--- src/rtl/decode_pkg.sv ---
// rtl/decode_pkg.sv - opcodes, ALUOp encodings and control bundle for the decode stage
package decode_pkg;

  localparam logic [5:0] OP_RTYPE = 6'b000000;
  localparam logic [5:0] OP_LW    = 6'b100011;
  localparam logic [5:0] OP_SW    = 6'b101011;
  localparam logic [5:0] OP_BEQ   = 6'b000100;
  localparam logic [5:0] OP_ADDI  = 6'b001000;

  localparam logic [1:0] ALUOP_MEM = 2'b00;
  localparam logic [1:0] ALUOP_BR  = 2'b01;
  localparam logic [1:0] ALUOP_R   = 2'b10;

  typedef struct packed {
    logic       reg_dst;
    logic       alu_src;
    logic       mem_to_reg;
    logic       reg_write;
    logic       mem_read;
    logic       mem_write;
    logic       branch;
    logic [1:0] alu_op;
    logic       illegal;
  } ctrl_t;

  // Unrecognised opcodes produce an all-zero bundle with only the illegal flag set.
  function automatic ctrl_t decode_ctrl(input logic [5:0] op);
    ctrl_t c;
    c = '0;
    case (op)
      OP_RTYPE: begin
        c.reg_dst   = 1'b1;
        c.reg_write = 1'b1;
        c.alu_op    = ALUOP_R;
      end
      OP_LW: begin
        c.alu_src    = 1'b1;
        c.mem_to_reg = 1'b1;
        c.reg_write  = 1'b1;
        c.mem_read   = 1'b1;
        c.alu_op     = ALUOP_MEM;
      end
      OP_SW: begin
        c.alu_src   = 1'b1;
        c.mem_write = 1'b1;
        c.alu_op    = ALUOP_MEM;
      end
      OP_BEQ: begin
        c.branch = 1'b1;
        c.alu_op = ALUOP_BR;
      end
      OP_ADDI: begin
        c.alu_src   = 1'b1;
        c.reg_write = 1'b1;
        c.alu_op    = ALUOP_MEM;
      end
      default: c.illegal = 1'b1;
    endcase
    return c;
  endfunction

endpackage

--- src/rtl/regfile_param.sv ---
// rtl/regfile_param.sv - register file with hardwired r0, write-first read ports and a debug port
module regfile_param #(
  parameter int DATA_W = 32,
  parameter int REG_AW = 5
) (
  input  logic              clock,
  input  logic              reset,
  input  logic              we,
  input  logic [REG_AW-1:0] waddr,
  input  logic [DATA_W-1:0] wdata,
  input  logic [REG_AW-1:0] raddr_a,
  output logic [DATA_W-1:0] rdata_a,
  input  logic [REG_AW-1:0] raddr_b,
  output logic [DATA_W-1:0] rdata_b,
  input  logic [REG_AW-1:0] dbg_addr,
  output logic [DATA_W-1:0] dbg_data
);

  localparam int NREG = 2 ** REG_AW;

  logic [DATA_W-1:0] mem [NREG];
  logic              bypass_a;
  logic              bypass_b;

  // Storage; r0 is never written so it always holds zero.
  always_ff @(posedge clock or posedge reset) begin
    if (reset) begin
      for (int i = 0; i < NREG; i++) begin
        mem[i] <= '0;
      end
    end else if (we && (waddr != '0)) begin
      mem[waddr] <= wdata;
    end
  end

  assign bypass_a = we && (raddr_a == waddr) && (raddr_a != '0);
  assign bypass_b = we && (raddr_b == waddr) && (raddr_b != '0);

  assign rdata_a  = (raddr_a == '0) ? '0 : (bypass_a ? wdata : mem[raddr_a]);
  assign rdata_b  = (raddr_b == '0) ? '0 : (bypass_b ? wdata : mem[raddr_b]);

  // The debug port shows committed state only, so it skips the bypass.
  assign dbg_data = (dbg_addr == '0) ? '0 : mem[dbg_addr];

endmodule

--- src/rtl/decode_stage_hazard.sv ---
// rtl/decode_stage_hazard.sv - ID stage with load-use stall, flush and ID/EX register; optional DECODE_STALL_CNT_EN adds stall_count
module decode_stage_hazard
  import decode_pkg::*;
#(
  parameter int DATA_W = 32,
  parameter int PC_W   = 11,
  parameter int REG_AW = 5
) (
  input  logic              clock,
  input  logic              reset,
  input  logic [31:0]       instruction,
  input  logic              in_valid,
  input  logic [PC_W-1:0]   current_pc,
  input  logic [DATA_W-1:0] write_back_data,
  input  logic [REG_AW-1:0] write_back_address,
  input  logic              RegWrite,
  input  logic              flush,
  input  logic [REG_AW-1:0] dbg_addr,
  output logic              stall,
  output logic [DATA_W-1:0] dbg_data,
  output logic              valid_out,
  output logic [DATA_W-1:0] data_a,
  output logic [DATA_W-1:0] data_b,
  output logic [DATA_W-1:0] sign_extended,
  output logic [PC_W-1:0]   jump_dest_addr,
  output logic [REG_AW-1:0] reg_dest_r_type,
  output logic [REG_AW-1:0] reg_dest_l_type,
  output logic              RegDst_out,
  output logic              ALUSrc_out,
  output logic              MemToReg_out,
  output logic              RegWrite_out,
  output logic              MemRead_out,
  output logic              MemWrite_out,
  output logic              Branch_out,
  output logic [1:0]        ALUOp_out,
  output logic              illegal_out
`ifdef DECODE_STALL_CNT_EN
  ,
  output logic [31:0]       stall_count
`endif
);

  logic [REG_AW-1:0] rs;
  logic [REG_AW-1:0] rt;
  logic [REG_AW-1:0] rd;
  logic [15:0]       imm;
  logic [DATA_W-1:0] rf_a;
  logic [DATA_W-1:0] rf_b;
  logic [DATA_W-1:0] sext;
  logic [PC_W-1:0]   target;
  ctrl_t             dec_ctrl;
  ctrl_t             ex_ctrl;
  logic              hz;

  assign rs  = instruction[21 +: REG_AW];
  assign rt  = instruction[16 +: REG_AW];
  assign rd  = instruction[11 +: REG_AW];
  assign imm = instruction[15:0];

  assign dec_ctrl = decode_ctrl(instruction[31:26]);

  assign sext   = {{(DATA_W-16){imm[15]}}, imm};
  assign target = current_pc + {sext[PC_W-3:0], 2'b00};

  regfile_param #(
    .DATA_W (DATA_W),
    .REG_AW (REG_AW)
  ) u_regfile (
    .clock    (clock),
    .reset    (reset),
    .we       (RegWrite),
    .waddr    (write_back_address),
    .wdata    (write_back_data),
    .raddr_a  (rs),
    .rdata_a  (rf_a),
    .raddr_b  (rt),
    .rdata_b  (rf_b),
    .dbg_addr (dbg_addr),
    .dbg_data (dbg_data)
  );

  // A valid load in EX whose destination is a source of the valid instruction in ID.
  assign hz = in_valid && valid_out && ex_ctrl.mem_read && (reg_dest_l_type != '0) &&
              ((reg_dest_l_type == rs) || (reg_dest_l_type == rt));

  // A flush kills the dependent instruction anyway, so no stall is needed.
  assign stall = hz && !flush;

  // ID/EX register: datapath always loads; flush or hazard inserts a bubble.
  always_ff @(posedge clock or posedge reset) begin
    if (reset) begin
      valid_out       <= 1'b0;
      ex_ctrl         <= '0;
      data_a          <= '0;
      data_b          <= '0;
      sign_extended   <= '0;
      jump_dest_addr  <= '0;
      reg_dest_r_type <= '0;
      reg_dest_l_type <= '0;
    end else begin
      data_a          <= rf_a;
      data_b          <= rf_b;
      sign_extended   <= sext;
      jump_dest_addr  <= target;
      reg_dest_r_type <= rd;
      reg_dest_l_type <= rt;
      if (flush || hz) begin
        valid_out <= 1'b0;
        ex_ctrl   <= '0;
      end else begin
        valid_out <= in_valid;
        ex_ctrl   <= in_valid ? dec_ctrl : '0;
      end
    end
  end

  assign RegDst_out   = ex_ctrl.reg_dst;
  assign ALUSrc_out   = ex_ctrl.alu_src;
  assign MemToReg_out = ex_ctrl.mem_to_reg;
  assign RegWrite_out = ex_ctrl.reg_write;
  assign MemRead_out  = ex_ctrl.mem_read;
  assign MemWrite_out = ex_ctrl.mem_write;
  assign Branch_out   = ex_ctrl.branch;
  assign ALUOp_out    = ex_ctrl.alu_op;
  assign illegal_out  = ex_ctrl.illegal;

`ifdef DECODE_STALL_CNT_EN
  // Saturating count of stalled cycles.
  always_ff @(posedge clock or posedge reset) begin
    if (reset) begin
      stall_count <= '0;
    end else if (stall && (stall_count != '1)) begin
      stall_count <= stall_count + 32'd1;
    end
  end
`endif

endmodule

--- config.mk ---
export PLATFORM = sky130hd
export DESIGN_NAME = decode_stage_hazard
export DESIGN_NICKNAME = d
export VERILOG_FILES = /design/src/rtl/decode_pkg.sv /design/src/rtl/regfile_param.sv /design/src/rtl/decode_stage_hazard.sv
export SDC_FILE = /design/constraint.sdc
export NUM_CORES = 2
export LEC_CHECK = 0
export ABC_CLOCK_PERIOD_IN_PS = 46500
export BUFFER_PORTS_ARGS = -buffer_cell sky130_fd_sc_hd__buf_2
export CORE_MARGIN = 2
export CORE_UTILIZATION = 55
export DETAILED_ROUTE_END_ITERATION = 10
export PLACE_DENSITY = 0.79
export SETUP_SLACK_MARGIN = 0.5
export SYNTH_ARGS = -nofsm -noshare
export SYNTH_HDL_FRONTEND = slang
export SYNTH_SLANG_ARGS = --single-unit
--- constraint.sdc ---
create_clock -name clock -period 46.5 [get_ports clock]
set_clock_uncertainty 0.1 [all_clocks]
set_input_delay 11.625 -clock clock [delete_from_list [all_inputs] [get_ports clock]]
set_output_delay 11.625 -clock clock [all_outputs]
set_load 0.05 [all_outputs]
==> impl_metrics.env <==
export IMPL_crit_arrival_ns=15.29
export IMPL_required_ns=34.78
export IMPL_critPathMaxFanout=119
export IMPL_cts_resized=0
export IMPL_numCtsBuffers=117
export IMPL_yosysTopAreaCellShare=0.427
export IMPL_synth_top_cell_by_area="dfrtp_1"
export IMPL_synthMuxAreaShare=0.462
export IMPL_reg2regPathDepth=5
export IMPL_num_rows=127
export IMPL_status="finished, final reports clean"
export IMPL_yosysUniqueCellTypes=46
export IMPL_syn_area_per_cell_um2=14.8
export IMPL_portBuffers=250
export IMPL_cts_root_buf="clkbuf_16"
export IMPL_critPathCaptureType="output pin"
export IMPL_r2r_start="reg_dest_l_type[4]$_DFF_PP0_"
export IMPL_num_vias=46100
export IMPL_postSynthCellCount=4461
export IMPL_final_util=0.601
export IMPL_yosysSeqAreaShare=0.427
export IMPL_grt_overflow_total=0
export IMPL_first_global_vias=46300
export IMPL_rrSetupSlack_ns=43.85
export IMPL_min_path_cells=0
export IMPL_grt_setup_unrepaired="no"
export IMPL_setup_viol=0
export IMPL_slew_viol_final=0
export IMPL_synth_compound_area_share=0.0354
export IMPL_gp_congestion=0.867
export IMPL_synth_top_family_by_area="multiplexers"
export IMPL_route_detailed_drc=0
export IMPL_core_um2=120000
export IMPL_grt_max_degree=160
export IMPL_synth_warnings=0
export IMPL_cts_buffer_depth=3
export IMPL_die_area_um2=123000
export IMPL_post_route_period_util=0.581
export IMPL_setup_tns_ns=0
export IMPL_netlist_top_cells_area="dfrtp_1 43%, mux4_2 26%, mux2_2 12%"
export IMPL_antenna_found_initial=14
export IMPL_worst_pin_slew_ns=1.33
export IMPL_cap_viol_max_count=0
export IMPL_synthFlopType="dfrtp_1"
export IMPL_cellPowerDensity_nw_per_um2=43.1
export IMPL_htree_num_levels=3
export IMPL_fin_nets=4476
export IMPL_syn_nets=4560
export IMPL_insertion_delay_ns=0.75
export IMPL_area_delta_synth_final_pct=8.72
export IMPL_irDropWorstVdd_mv=0.0320
export IMPL_worstHoldStart="u_regfile.mem[1001]$_DFFE_PP0P_"
export IMPL_drtPass1Iterations=6
export IMPL_fmax_ghz=0.0370
export IMPL_grt_use_met3=0.135
export IMPL_vias_per_cell=7.57
export IMPL_cts_sinks=1129
export IMPL_start_util=0.553
export IMPL_use_met1=0.470
export IMPL_routed_wl_um=220000
export IMPL_start_kind="input port"
export IMPL_io_pins=251
export IMPL_slew_headroom=0.101
export IMPL_dp_hpwl_um=118000
export IMPL_netlist_area_um2=66200
export IMPL_ys_ff_latch=1129
export IMPL_synth_simple_area_share=0.0283
export IMPL_grt_pass1_wl_um=319000
export IMPL_cts_tree="yes"
export IMPL_die_y_um=351
export IMPL_top_usage_layer="met2"
export IMPL_regToRegEndpoint="Branch_out$_DFF_PP0_"
export IMPL_synth_common_cells="1129 x dfrtp_1, 762 x mux4_2, 715 x mux2_2"
export IMPL_hold_buffers=0
export IMPL_drive_above_1_share=0.461
export IMPL_synthAdderAreaFrac=0.00182
export IMPL_wl_per_cell_um=36.1
export IMPL_total_leakage_power_nw=30.6
export IMPL_async_flop_share=1.00
export IMPL_clk_pin_slew_worst_paths_ns=0.07
export IMPL_gr_usage_met2=0.514
export IMPL_synth_xor_area_frac=0.00371
export IMPL_grt_util_all_layers=0.360
export IMPL_post_cts_setup_buffer_count=0
export IMPL_final_min_clock_period_ns=27.02
export IMPL_hold_viol=0
export IMPL_die_w_um=351
export IMPL_synth_edf_count=0
export IMPL_synth_most_common_cell="dfrtp_1"
export IMPL_critPathLaunch="dbg_addr[1]"
export IMPL_worstHoldEndpoint="u_regfile.mem[1001]$_DFFE_PP0P_"
export IMPL_drt_iter0_markers=6937
export IMPL_critPathKind="in2out"
export IMPL_min_path_type="reg2reg"
export IMPL_final_antenna_net_count=0
report_power, final:
| part | leakage [nW] | internal, W | switching, W |
|---|---|---|---|
| Sequential | 14.4 | 0.00116 | 0.000178 |
| Clock | 1.97 | 0.000583 | 0.000410 |
| Combinational | 14.2 | 0.000412 | 0.000353 |
| Total | 30.6 | 0.00216 | 0.000940 |
placed cells by master, fill, tap and decap left out, drive strengths merged, types with 5 or more instances in the layout:
cell type  count
a211oi        64
a22oi         65
buf          341
bufinv        11
clkbuf       177
clkinv        16
clkinvlp       8
dfrtp       1129
ha             8
inv           37
mux2        1120
mux2i         64
mux4         768
nand2         62
nand3b         5
nor2         159
nor3          71
nor3b          5
nor4          66
o21ai        100
o22ai        128
xnor2         16
xor2          12
critical path: stages:
cell and delay [ns]:
buf_8 0.74, buf_4 0.95, o41ai_2 0.46, buf_4 0.40, o21ai_1 0.52, buf_2 0.37
sequential cells by signal, indices dropped and copies added (netlist names):
name and count:
Branch_out 1, ALUOp_out 2, illegal_out 1, ALUSrc_out 1, u_regfile.mem 1024, jump_dest_addr 11, data_a 32, RegWrite_out 1
sign_extended 11, MemRead_out 1, reg_dest_l_type 5, valid_out 1, MemWrite_out 1, reg_dest_r_type 5, data_b 32
worst max path at each step:
stage                        endpoint  slack [ns]  cells after the start
6_report                 dbg_data[30]       19.48                      6
5_1_grt                  dbg_data[19]       19.37                      6
4_1_cts                  dbg_data[19]       19.57                      6
3_5_place_dp             dbg_data[19]       19.56                      6
3_3_place_gp             dbg_data[30]       19.65                      6
2_1_floorplan  ALUOp_out[0]$_DFF_PP0_        2.98                      1
logic make-up (layout without fill, tap and decap cells):
group / Yosys count / after routing
AOI/OAI and AO/OA: 367 / 367
other: 0 / 3
buffers and inverters: 580 / 590
xor gates and xnor gates: 28 / 28
adders and majority gates: 9 / 9
DFF: 1129 / 1129
and+or+nand+nor: 396 / 396
muxes: 1952 / 1952
final cells by class:
cell class	instances	area, um2
Antenna cell	3	7.51
Clock buffer	177	3550
Clock inverter	36	489
Fill cell	8716	47700
Inverter	36	143
Multi-Input combinational cell	2752	35400
Sequential cell	1129	28300
Tap cell	1612	2020
Timing Repair Buffer	341	2050
per-stage QoR:
stage	setup slack, ns	power, W	hold WS (ns)	instances	cell area, um2
final	19.48	0.00310	0.324	6086	71900
after global routing	19.37	0.00320	0.335	6084	71900
after CTS	19.57	0.00308	0.321	6083	71900
after detailed placement	19.56	0.00210	0.305	5870	67900
after global placement	19.65	0.00207	0.295	5870	67900
after floorplan	2.98	0.00190	0.358	4461	66200
layer usage:
layer | vias to the layer above | routed length, um
li1 | 17400 | -
met1 | 23900 | 76700
met2 | 3842 | 95700
met3 | 925 | 31700
met4 | 8 | 15600
met5 | - | 56
Note: power is estimated with default switching activity, not from simulation.
